$ cat src/rtl/pipeline_ctrl.sv
// pipeline_ctrl: hazard/stall/flush controller for a 5-stage in-order pipeline.
// Resolves memory back-pressure, taken-branch redirects and load-use hazards
// into stage-register enables and bubble-insert flushes. Outputs are
// combinational (zero latency) from the current state and inputs.
// Optional feature: define PIPELINE_CTRL_PERF_CNT_EN to build the saturating
// stall/flush performance counters; otherwise both counter outputs are tied to 0.
module pipeline_ctrl #(
  parameter int REG_ADDR_WIDTH = 5,
  parameter int CNT_WIDTH      = 32
) (
  input  logic                      clk,
  input  logic                      rst,
  input  logic [REG_ADDR_WIDTH-1:0] id_rs1,
  input  logic [REG_ADDR_WIDTH-1:0] id_rs2,
  input  logic [REG_ADDR_WIDTH-1:0] ex_rd,
  input  logic                      ex_mem_read,
  input  logic                      redirect_valid,
  input  logic                      mem_busy,
  output logic                      pc_en,
  output logic                      if_id_en,
  output logic                      id_ex_en,
  output logic                      ex_mem_en,
  output logic                      mem_wb_en,
  output logic                      if_id_flush,
  output logic                      id_ex_flush,
  output logic [CNT_WIDTH-1:0]      stall_cnt,
  output logic [CNT_WIDTH-1:0]      flush_cnt
);

  // FLUSH_PEND remembers a redirect that arrived while memory was busy,
  // so the redirect is applied once the pipeline can move again.
  typedef enum logic [1:0] {
    RUN        = 2'd0,
    MEM_WAIT   = 2'd1,
    FLUSH_PEND = 2'd2
  } state_t;

  state_t state_reg;
  state_t state_next;
  logic   load_use;
  logic   do_redirect;

  // Load-use hazard: a load in EX writes a register that ID is about to read.
  // Register 0 is hardwired, so a load "to" it never creates a dependency.
  assign load_use = ex_mem_read && (ex_rd != '0) &&
                    ((ex_rd == id_rs1) || (ex_rd == id_rs2));

  // A redirect is either fresh this cycle or pending from a busy period.
  assign do_redirect = redirect_valid || (state_reg == FLUSH_PEND);

  // State register; reset discards any pending redirect.
  always_ff @(posedge clk) begin
    if (rst) begin
      state_reg <= RUN;
    end else begin
      state_reg <= state_next;
    end
  end

  // Next-state and output decode: mem_busy > redirect > load-use hazard.
  always_comb begin
    state_next  = RUN;
    pc_en       = 1'b0;
    if_id_en    = 1'b0;
    id_ex_en    = 1'b0;
    ex_mem_en   = 1'b0;
    mem_wb_en   = 1'b0;
    if_id_flush = 1'b0;
    id_ex_flush = 1'b0;
    if (rst) begin
      state_next = RUN;
    end else if (mem_busy) begin
      // Freeze everything; keep remembering a redirect if one is outstanding.
      state_next = do_redirect ? FLUSH_PEND : MEM_WAIT;
    end else if (do_redirect) begin
      // Wrong-path instructions in IF/ID and ID/EX become bubbles; a stage
      // being flushed must also be enabled so the bubble is actually loaded.
      pc_en       = 1'b1;
      if_id_en    = 1'b1;
      id_ex_en    = 1'b1;
      ex_mem_en   = 1'b1;
      mem_wb_en   = 1'b1;
      if_id_flush = 1'b1;
      id_ex_flush = 1'b1;
    end else if (load_use) begin
      // Hold PC and IF/ID, inject a bubble into EX, let the load proceed.
      id_ex_en    = 1'b1;
      ex_mem_en   = 1'b1;
      mem_wb_en   = 1'b1;
      id_ex_flush = 1'b1;
    end else begin
      pc_en     = 1'b1;
      if_id_en  = 1'b1;
      id_ex_en  = 1'b1;
      ex_mem_en = 1'b1;
      mem_wb_en = 1'b1;
    end
  end

`ifdef PIPELINE_CTRL_PERF_CNT_EN
  localparam logic [CNT_WIDTH-1:0] CNT_ONE = {{(CNT_WIDTH-1){1'b0}}, 1'b1};

  logic [CNT_WIDTH-1:0] stall_cnt_reg;
  logic [CNT_WIDTH-1:0] flush_cnt_reg;

  // Saturating counters: cycles with PC held, and cycles with any flush.
  always_ff @(posedge clk) begin
    if (rst) begin
      stall_cnt_reg <= '0;
      flush_cnt_reg <= '0;
    end else begin
      if (!pc_en && (stall_cnt_reg != '1)) begin
        stall_cnt_reg <= stall_cnt_reg + CNT_ONE;
      end
      if ((if_id_flush || id_ex_flush) && (flush_cnt_reg != '1)) begin
        flush_cnt_reg <= flush_cnt_reg + CNT_ONE;
      end
    end
  end

  assign stall_cnt = stall_cnt_reg;
  assign flush_cnt = flush_cnt_reg;
`else
  assign stall_cnt = '0;
  assign flush_cnt = '0;
`endif

endmodule

$ cat config.mk
export PLATFORM = sky130hd
export DESIGN_NAME = pipeline_ctrl
export DESIGN_NICKNAME = d
export VERILOG_FILES = /design/src/rtl/pipeline_ctrl.sv
export SDC_FILE = /design/constraint.sdc
export NUM_CORES = 1
export LEC_CHECK = 0
export CAP_MARGIN = 10
export CORE_MARGIN = 1.5
export CORE_UTILIZATION = 28
export CTS_BUF_LIST = sky130_fd_sc_hd__clkbuf_4 sky130_fd_sc_hd__clkbuf_8 sky130_fd_sc_hd__clkbuf_16
export DETAILED_ROUTE_END_ITERATION = 7
export PLACE_DENSITY = 0.88
export SLEW_MARGIN = 10
export SYNTH_ARGS = -nofsm -noshare
export SYNTH_HDL_FRONTEND = slang
export SYNTH_SLANG_ARGS = --single-unit
$ cat constraint.sdc
create_clock -name clk -period 5 [get_ports clk]
set_clock_uncertainty 0.05 [all_clocks]
set_input_delay 1.5 -clock clk [delete_from_list [all_inputs] [get_ports clk]]
set_output_delay 1.5 -clock clk [all_outputs]
set_load 0.005 [all_outputs]
=== After elaboration in Yosys (flattened, before gate mapping) ===
Index checks and enable logic that the tools add are counted.

* Equal/unequal tests: 3
* Muxes and demuxes: 14
* Bitwise gates (word level): 1
* Reduce and logical (&&, ||, !) cells: 6

{| class="wikitable"
|+ Operator list
! operator !! count
|-
| $mux W1 || 13
|-
| $eq A5 B5 Y1 || 2
|-
| $reduce_bool A5 Y1 || 1
|-
| $eq A2 B2 Y1 const B || 1
|-
| $logic_and A1 B1 Y1 || 2
|-
| $logic_or A1 B1 Y1 || 2
|-
| $mux W2 || 1
|-
| $reduce_or A2 Y1 || 1
|-
| $not A1 Y1 || 1
|}

* Register bits: 2
* Input bits: 20
* Output and inout port bits: 71
* Logic and storage cells: 25

=== Longest topological paths before layout ===
Gate-level depths: netlist of the first run.

* Depth in word-level cells: 7
* Mapped depth: 5
* Gate-level depth less buffers: 4

=== Least setup slack after synthesis of the first run ===
No wires, ideal clock.

* Path kind: input to output
* From: input port ex_rd[1]
* To: output port pc_en
* Arrival: 2.431 ns
* Required time: 3.450 ns
* Setup slack: 1.019 ns
* Stages on the path: 4
* Buffers on the path: 1
* Cell sequence: or4_1 > o21ai_2 > o31a_1 > buf_4

* Word-level cells in the longest chain between the ends: 7
* Elaborated cells between the ends (all ways): 10
* Classes of those cells: eq/ne (2); mux (4); reduce/logical (4)

{| class="wikitable"
|+ RTL lines
! what !! RTL line !! source
|-
| start, declared || 15 || <nowiki>input logic [REG_ADDR_WIDTH-1:0] ex_rd,</nowiki>
|-
| $eq A5 B5 Y1 / $reduce_bool A5 Y1 (equally long branches) || 46, 45 ||
|-
| $logic_or A1 B1 Y1 / $logic_and A1 B1 Y1 (equally long branches) || 46, 45 ||
|-
| $logic_and A1 B1 Y1 * || 45 || <nowiki>assign load_use = ex_mem_read && (ex_rd != '0) &&</nowiki>
|-
| $mux W1 * (4 in series) || -- ||
|-
| end, declared || 19 || <nowiki>output logic pc_en,</nowiki>
|}

Mark *: on every way between the ends. The rest lies on a longest branch, timed or not.

=== Worst setup path after layout of the first run ===
* From: input port ex_rd[3]
* To: output port id_ex_flush

* Word-level cells in the longest chain between the ends: 7
* Elaborated cells between the ends (all ways): 10
* Classes of those cells: eq/ne (2); mux (4); reduce/logical (4)

{| class="wikitable"
|+ RTL lines
! what !! RTL line !! source
|-
| $eq A5 B5 Y1 / $reduce_bool A5 Y1 (equally long branches) || 46, 45 ||
|-
| $logic_or A1 B1 Y1 / $logic_and A1 B1 Y1 (equally long branches) || 46, 45 ||
|-
| $logic_and A1 B1 Y1 * || 45 ||
|-
| $mux W1 * || 85 || <nowiki>end else if (load_use) begin</nowiki>
|-
| $mux W1 * || 75 || <nowiki>end else if (do_redirect) begin</nowiki>
|-
| $mux W1 * || 72 || <nowiki>end else if (mem_busy) begin</nowiki>
|-
| $mux W1 * || 70 || <nowiki>if (rst) begin</nowiki>
|-
| end, declared || 25 || <nowiki>output logic id_ex_flush,</nowiki>
|}

Marked as above.

==> results of run 1 <==
[path summary, 6_finish.rpt]
check	startpoint	endpoint	slack (ps)	depth (start not counted)
max	ex_rd[3]	id_ex_flush	110	6
min	state_reg[1]	state_reg[1]	460	2
max reg2reg	state_reg[0]	state_reg[0]	4260	3
min reg2reg	state_reg[1]	state_reg[1]	460	2
[what timing repair did]
item                       in CTS  in global routing
setup endpoints to repair       0                  3
buffers inserted                0                  1
gates resized for setup         0                  4
[per-layer routing]
| metal | vias to the layer above | part of all wire [%] | GRT usage (%) |
|---|---|---|---|
| li1 | 227 | - | - |
| met1 | 205 | 28 | 5.195 |
| met2 | 56 | 56 | 13.86 |
| met3 | 0 | 16 | 1.639 |
| met4 | 0 | 0 | 2.500 |
| met5 | - | 0 | 0 |
[cells in the mapped netlist]
master                     number  area (sq um)
sky130_fd_sc_hd__dfxtp_1        2         40.04
sky130_fd_sc_hd__o31a_1         1         8.760
sky130_fd_sc_hd__o21ai_2        1         8.760
sky130_fd_sc_hd__nand2_1        1         3.750
sky130_fd_sc_hd__a21o_1         1         7.510
sky130_fd_sc_hd__a22oi_1        1         7.510
sky130_fd_sc_hd__a21oi_1        1         5.000
sky130_fd_sc_hd__conb_1         1         3.750
sky130_fd_sc_hd__o41ai_1        1         8.760
sky130_fd_sc_hd__nor2_1         5         18.77
sky130_fd_sc_hd__inv_1          2         7.510
sky130_fd_sc_hd__buf_4         67         503.0
sky130_fd_sc_hd__nand2b_1       1         6.260
sky130_fd_sc_hd__or4_1          1         7.510
sky130_fd_sc_hd__nor3_2         2         20.02
sky130_fd_sc_hd__xor2_1        10         87.58
[power by group through the flow]
stage,combinational (W),sequential (W),clock (W)
2_1_floorplan,0.0000608,0.0000172,0
5_1_grt,0.0000585,0.0000171,0.0000401
4_1_cts,0.0000485,0.0000170,0.0000388
3_5_place_dp,0.0000484,0.0000173,0
6_report,0.0000506,0.0000170,0.0000363
3_3_place_gp,0.0000472,0.0000172,0
[layout by cell type, fill, tap and decap left out]
cell,synthesis,final
sky130_fd_sc_hd__nand2b_1,1,1
sky130_fd_sc_hd__dlymetal6s2s_1,0,2
sky130_fd_sc_hd__inv_1,2,2
sky130_fd_sc_hd__conb_1,1,64
sky130_fd_sc_hd__a21o_1,1,1
sky130_fd_sc_hd__o31a_1,1,1
sky130_fd_sc_hd__clkbuf_4,0,3
sky130_fd_sc_hd__or4_1,1,1
sky130_fd_sc_hd__a21oi_1,1,1
sky130_fd_sc_hd__o21ai_2,1,1
sky130_fd_sc_hd__clkdlybuf4s50_1,0,24
sky130_fd_sc_hd__dfxtp_1,2,2
sky130_fd_sc_hd__xor2_1,10,10
sky130_fd_sc_hd__o41ai_2,0,1
sky130_fd_sc_hd__nand2_1,1,1
sky130_fd_sc_hd__nor3_2,2,2
sky130_fd_sc_hd__nor2_1,5,5
sky130_fd_sc_hd__a22oi_2,0,1
sky130_fd_sc_hd__buf_4,67,1
[cell families after synthesis]
kind of cell / count (synthesis) / synth area share (%)
other: 1 / 0.5037
xor gates and xnor gates: 10 / 11.76
DFF: 2 / 5.378
and+or+nand+nor: 10 / 7.564
AOI/OAI and AO/OA: 6 / 6.219
buffers and inverters: 69 / 68.57
[final cells by class]
type,count,area [sq um]
clock buffer,3,22.52
fill,283,1677
inverter,2,7.507
multi-input combinational,90,442.9
sequential,2,40.04
tap,30,37.54
timing repair buffer,27,272.8
[stage by stage]
stage	instances	setup slack, ps	hold slack, ps	total power (W)
final	154	105.9	461.6	0.0001040
after CTS	153	40.36	468.8	0.0001043
after global placement	150	68.51	433.7	0.00006444
after global routing	154	2.794	502.6	0.0001157
after detailed placement	150	55.30	462.4	0.00006569
after floorplan	161	1019	416.3	0.00007803
[worst max-delay path, stage by stage]
cell and delay (ps):
sky130_fd_sc_hd__clkdlybuf4s50_1 460, sky130_fd_sc_hd__xor2_1 200, sky130_fd_sc_hd__nor3_2 200, sky130_fd_sc_hd__a22oi_2 120, sky130_fd_sc_hd__o41ai_2 310, sky130_fd_sc_hd__clkdlybuf4s50_1 560
==> reports/summary.json, run 1 <==
{
  "via_per_inst": 3.169,
  "cts_made_buffers": 3,
  "groute.usage.overall_pct": 6.391,
  "grt_max_degree": 6,
  "finish.utilization_pct": 32.93,
  "largest_register_ffs": 2,
  "setup_violations": 0,
  "synth_area_per_cell_sq_um": 7.597,
  "total_inserted_antenna_cells": 0,
  "clock_tree.root_cell": "sky130_fd_sc_hd__clkbuf_4",
  "post-route-cell-area_sq_um": 823.3,
  "grt_first_pass_wirelength_um": 1338,
  "rsz0062_at_grt": "false",
  "initial_utilization_pct": 29.78,
  "dr_total_vias": 488,
  "routedWlPerCell_um": 6.805,
  "post-route-drc-count": 0,
  "port_buffers": 26,
  "io-pin-count": 91,
  "sequentialPowerShare_pct": 16.4,
  "ant_nets": 0,
  "yosysUniqueCellTypes": 16,
  "fp.dieW_um": 54.57,
  "cp_max_fo": 3,
  "antenna_found_initial": 0,
  "clock_power_share_pct": 34.9,
  "final.min_clock_period_ps": 4894,
  "post_synthesis_cells": 98,
  "netSwitchingFraction_pct": 34.40,
  "grt_remaining_overflow": 0,
  "gp_congestion": 0.5904,
  "ys_ff_latch": 2,
  "htree_num_levels": 1,
  "clkTransAtPathRegs_ps": 30,
  "combPwrFrac_pct": 48.7,
  "path_class": "in2out",
  "final-hold-violation-count": 0,
  "design.final.nets": 146,
  "rows": 18,
  "cts_hold_repair.buffers": 0,
  "critPathRequiredTime_ps": 3450,
  "synthesis.area_sq_um": 744.5,
  "clock-sinks": 2,
  "finalSetupTns_ps": 0,
  "ctsLongestPathBuffers": 2,
  "areaGrowthSynthToFinish_pct": 10.59,
  "synth-seq-area-share_pct": 5.378,
  "routed_wirelength_um": 1048,
  "power_report.internal_total_w": 0.00006822,
  "drv_cap": 0,
  "arrival_ps": 3340,
  "iter_0_drt_violations": 1,
  "share_of_post_route_cells_with_drive_strength_above_1_pct": 7.258,
  "dieArea_sq_um": 2977,
  "maxClockFrequency_mhz": 204.3,
  "yosys_warnings": 0,
  "cp-start-kind": "input port",
  "die_h_um": 54.57,
  "detailed_place_hpwl_um": 982.2,
  "power_density_nw_per_um2": 126.3,
  "ir_worst_vdd_v": 0.00009658,
  "grt_pass1_vias": 340,
  "hp-class": "reg2reg",
  "detailed_place.area_sq_um": 775.7,
  "status": "complete, no violations",
  "core_region_area_sq_um": 2500,
  "switching_power_w": 0.00003577,
  "first_pass_iters": 2,
  "cellLeakagePower_nw": 0.4527,
  "critPathCaptureType": "output pin",
  "clkLatencyLatePin_ps": 230,
  "maxSlewViolCount": 0,
  "tritoncts": "done",
  "timing.final.crit_share_pct": 97.88
}
No activity file was read; power rests on OpenSTA's default activity.
==> run 2, diff against run 1 <==
CORE_UTILIZATION = 26   (was 28)
PLACE_DENSITY = 0.83   (was 0.88)
clock period = 5.5 ns   (was 5 ns; I/O delays follow)
==> reports/summary.json, run 2 (synthesis gave the netlist of run 1 again) <==
{
  "setup_violations": {"value": 0, "change": "unchanged"},
  "critPathCaptureType": {"value": "output pin", "change": "unchanged"},
  "fin_total_pwr": {"value": 0.00009184, "unit": "W", "change": "was 0.0001040 W"},
  "path_class": {"value": "in2out", "change": "unchanged"},
  "worstReg2RegStart": {"value": "state_reg[0]", "change": "unchanged"},
  "timing.final.crit_share_pct": 94.79,
  "via_per_inst": {"value": 3.052, "change": "was 3.169"},
  "maxClockFrequency_mhz": 191.8,
  "clkLatencyLatePin": {"value": 220, "unit": "ps", "change": "was 230 ps"},
  "detailed_place_hpwl": {"value": 886.2, "unit": "um", "change": "was 982.2 um"},
  "gp_congestion": {"value": 0.7320, "change": "was 0.5904"},
  "critPathLaunch": {"value": "ex_rd[1]", "change": "was ex_rd[3]"},
  "grt_max_degree": {"value": 6, "change": "unchanged"},
  "power_density": {"value": 114.9, "unit": "nW/um^2", "change": "was 126.3 nW/um^2"},
  "tritoncts": {"value": "done", "change": "unchanged"},
  "rsz0062_at_grt": {"value": "false", "change": "unchanged"},
  "clock-sinks": {"value": 2, "change": "unchanged"},
  "arrival": {"value": 3510, "unit": "ps", "change": "was 3340 ps"},
  "port_buffers": {"value": 26, "change": "unchanged"},
  "initial_utilization": {"value": 27.23, "unit": "%", "change": "was 29.78%"},
  "iter_0_drt_violations": {"value": 5, "change": "was 1"},
  "share_of_post_route_cells_with_drive_strength_above_1": {"value": 4.878, "unit": "%", "change": "was 7.258%"},
  "post-route-cell-area": {"value": 799.5, "unit": "sq um", "change": "was 823.3 sq um"},
  "finish.utilization": {"value": 29.24, "unit": "%", "change": "was 32.93%"},
  "final-hold-violation-count": {"value": 0, "change": "unchanged"},
  "maxSlewViolCount": {"value": 0, "change": "unchanged"},
  "min_from": {"value": "state_reg[1]", "change": "unchanged"},
  "fp.dieW": {"value": 56.51, "unit": "um", "change": "was 54.57 um"},
  "layout_commonest_cell": {"value": "sky130_fd_sc_hd__conb_1", "change": "unchanged"},
  "post-place-cells": {"value": 151, "change": "was 150"},
  "post_cts.resized_instances": {"value": 0, "change": "unchanged"},
  "finalSetupTns": {"value": 0, "unit": "ps", "change": "unchanged"},
  "ir_worst_vdd": {"value": 0.0001027, "unit": "V", "change": "was 0.00009658 V"},
  "clock_tree.root_cell": {"value": "sky130_fd_sc_hd__clkbuf_4", "change": "unchanged"},
  "ant_nets": {"value": 0, "change": "unchanged"},
  "cp-start-kind": {"value": "input port", "change": "unchanged"},
  "areaGrowthSynthToFinish": {"value": 7.395, "unit": "%", "change": "was 10.59%"},
  "post_cts_buffers": {"value": 0, "change": "unchanged"},
  "io-pin-count": {"value": 91, "change": "unchanged"},
  "cts_made_buffers": {"value": 3, "change": "unchanged"},
  "status": {"value": "complete, no violations", "change": "unchanged"},
  "cellLeakagePower": {"value": 0.4241, "unit": "nW", "change": "was 0.4527 nW"},
  "critical_path.cell_chain": {"value": "clkdlybuf4s50_1, or4_1, o21ai_2, o31a_1, clkdlybuf4s50_1", "change": "was clkdlybuf4s50_1, xor2_1, nor3_2, a22oi_2, o41ai_2, clkdlybuf4s50_1"},
  "ctsLongestPathBuffers": {"value": 2, "change": "unchanged"},
  "routed_wirelength": {"value": 920, "unit": "um", "change": "was 1048 um"},
  "die_h": {"value": 56.51, "unit": "um", "change": "was 54.57 um"},
  "use_met1": {"value": 4.306, "unit": "%", "change": "was 5.195%"},
  "dr_total_vias": {"value": 470, "change": "was 488"},
  "core_region_area": {"value": 2734, "unit": "sq um", "change": "was 2500 sq um"},
  "critical_path.top_delay_family": {"value": "buffers and inverters", "change": "unchanged"},
  "hp-class": {"value": "reg2reg", "change": "unchanged"},
  "fin_cells": {"value": 154, "change": "unchanged"},
  "grt_first_pass_wirelength": {"value": 1276, "unit": "um", "change": "was 1338 um"},
  "total_inserted_antenna_cells": {"value": 0, "change": "unchanged"},
  "rows": {"value": 19, "change": "was 18"},
  "cp_num_buf_inv": {"value": 2, "change": "unchanged"},
  "post-route-drc-count": {"value": 0, "change": "unchanged"},
  "timing.critical_path.slowest_stage_cell": {"value": "sky130_fd_sc_hd__or4_1", "change": "was sky130_fd_sc_hd__clkdlybuf4s50_1"},
  "first_pass_iters": {"value": 2, "change": "unchanged"},
  "layout.cells.most_common_list": {"value": "sky130_fd_sc_hd__conb_1, sky130_fd_sc_hd__clkdlybuf4s50_1, sky130_fd_sc_hd__xor2_1", "change": "unchanged"},
  "design.final.nets": {"value": 145, "change": "was 146"},
  "groute.usage.overall": {"value": 5.318, "unit": "%", "change": "was 6.391%"},
  "antenna_found_initial": {"value": 0, "change": "unchanged"},
  "critPathMostFrequentCell": {"value": "sky130_fd_sc_hd__clkdlybuf4s50_1", "change": "unchanged"},
  "cts_hold_repair.buffers": {"value": 0, "change": "unchanged"},
  "dieArea": {"value": 3193, "unit": "sq um", "change": "was 2977 sq um"},
  "cp_max_fo": {"value": 3, "change": "unchanged"},
  "largest_register_ffs": {"value": 2, "change": "unchanged"},
  "grt_use_met2": {"value": 10.30, "unit": "%", "change": "was 13.86%"},
  "critPathRequiredTime": {"value": 3800, "unit": "ps", "change": "was 3450 ps"},
  "detailed_place.area": {"value": 777.0, "unit": "sq um", "change": "was 775.7 sq um"},
  "groute.layer.met3.usage": {"value": 2.995, "unit": "%", "change": "was 1.639%"},
  "final.min_clock_period_ps": 5213,
  "drv_cap": {"value": 0, "change": "unchanged"},
  "htree_num_levels": {"value": 1, "change": "unchanged"},
  "routedWlPerCell": {"value": 5.974, "unit": "um", "change": "was 6.805 um"},
  "grt_remaining_overflow": {"value": 0, "change": "unchanged"},
  "grt_pass1_vias": {"value": 317, "change": "was 340"},
  "critical-path-max-stage-delay": {"value": 550, "unit": "ps", "change": "was 560 ps"},
  "globalRoute.busiestLayer": {"value": "met2", "change": "unchanged"},
  "clkTransAtPathRegs": {"value": 30, "unit": "ps", "change": "about the same"}
}
run 2: final cells by class:
| class | instances | area (sq um) |
|---|---|---|
| Fill cell | 306 | 1934 |
| Multi-Input combinational cell | 90 | 430.4 |
| Timing Repair Buffer | 26 | 260.3 |
| Sequential cell | 2 | 40.04 |
| Tap cell | 31 | 38.79 |
| Clock buffer | 3 | 22.52 |
| Inverter | 2 | 7.507 |
run 2: per-layer routing:
layer | share of wire [%] | wire length [um]
met3 | 19 | 178
met4 | 0 | 0
met5 | 0 | 0
met1 | 26 | 239
met2 | 55 | 502
run 2: path summary, 6_finish.rpt:
kind	to	slack, ps	depth (start not counted)
worst min register to register	state_reg[1]	460	2
worst min-delay path	state_reg[1]	460	2
worst max register to register	state_reg[0]	4770	3
worst max-delay path	if_id_en	290	5
run 2: tightest hold or removal path: stages (launching register included):
cell and delay [ps]:
sky130_fd_sc_hd__dfxtp_1 320, sky130_fd_sc_hd__a21oi_1 60, sky130_fd_sc_hd__nor2_1 90
run 2: metrics by stage:
step           setup slack, ps  hold slack (ps)
2_1_floorplan             1219            416.3
3_3_place_gp             284.2            432.0
3_5_place_dp             267.9            462.9
4_1_cts                  260.5            468.7
5_1_grt                  159.3            536.9
6_report                 286.8            460.9
run 2: power by group:
part           switching, W  internal [W]  total (W)
combinational     0.0000220     0.0000220  0.0000440
sequential      0.000000241     0.0000153  0.0000155
clock            0.00000830     0.0000241  0.0000324
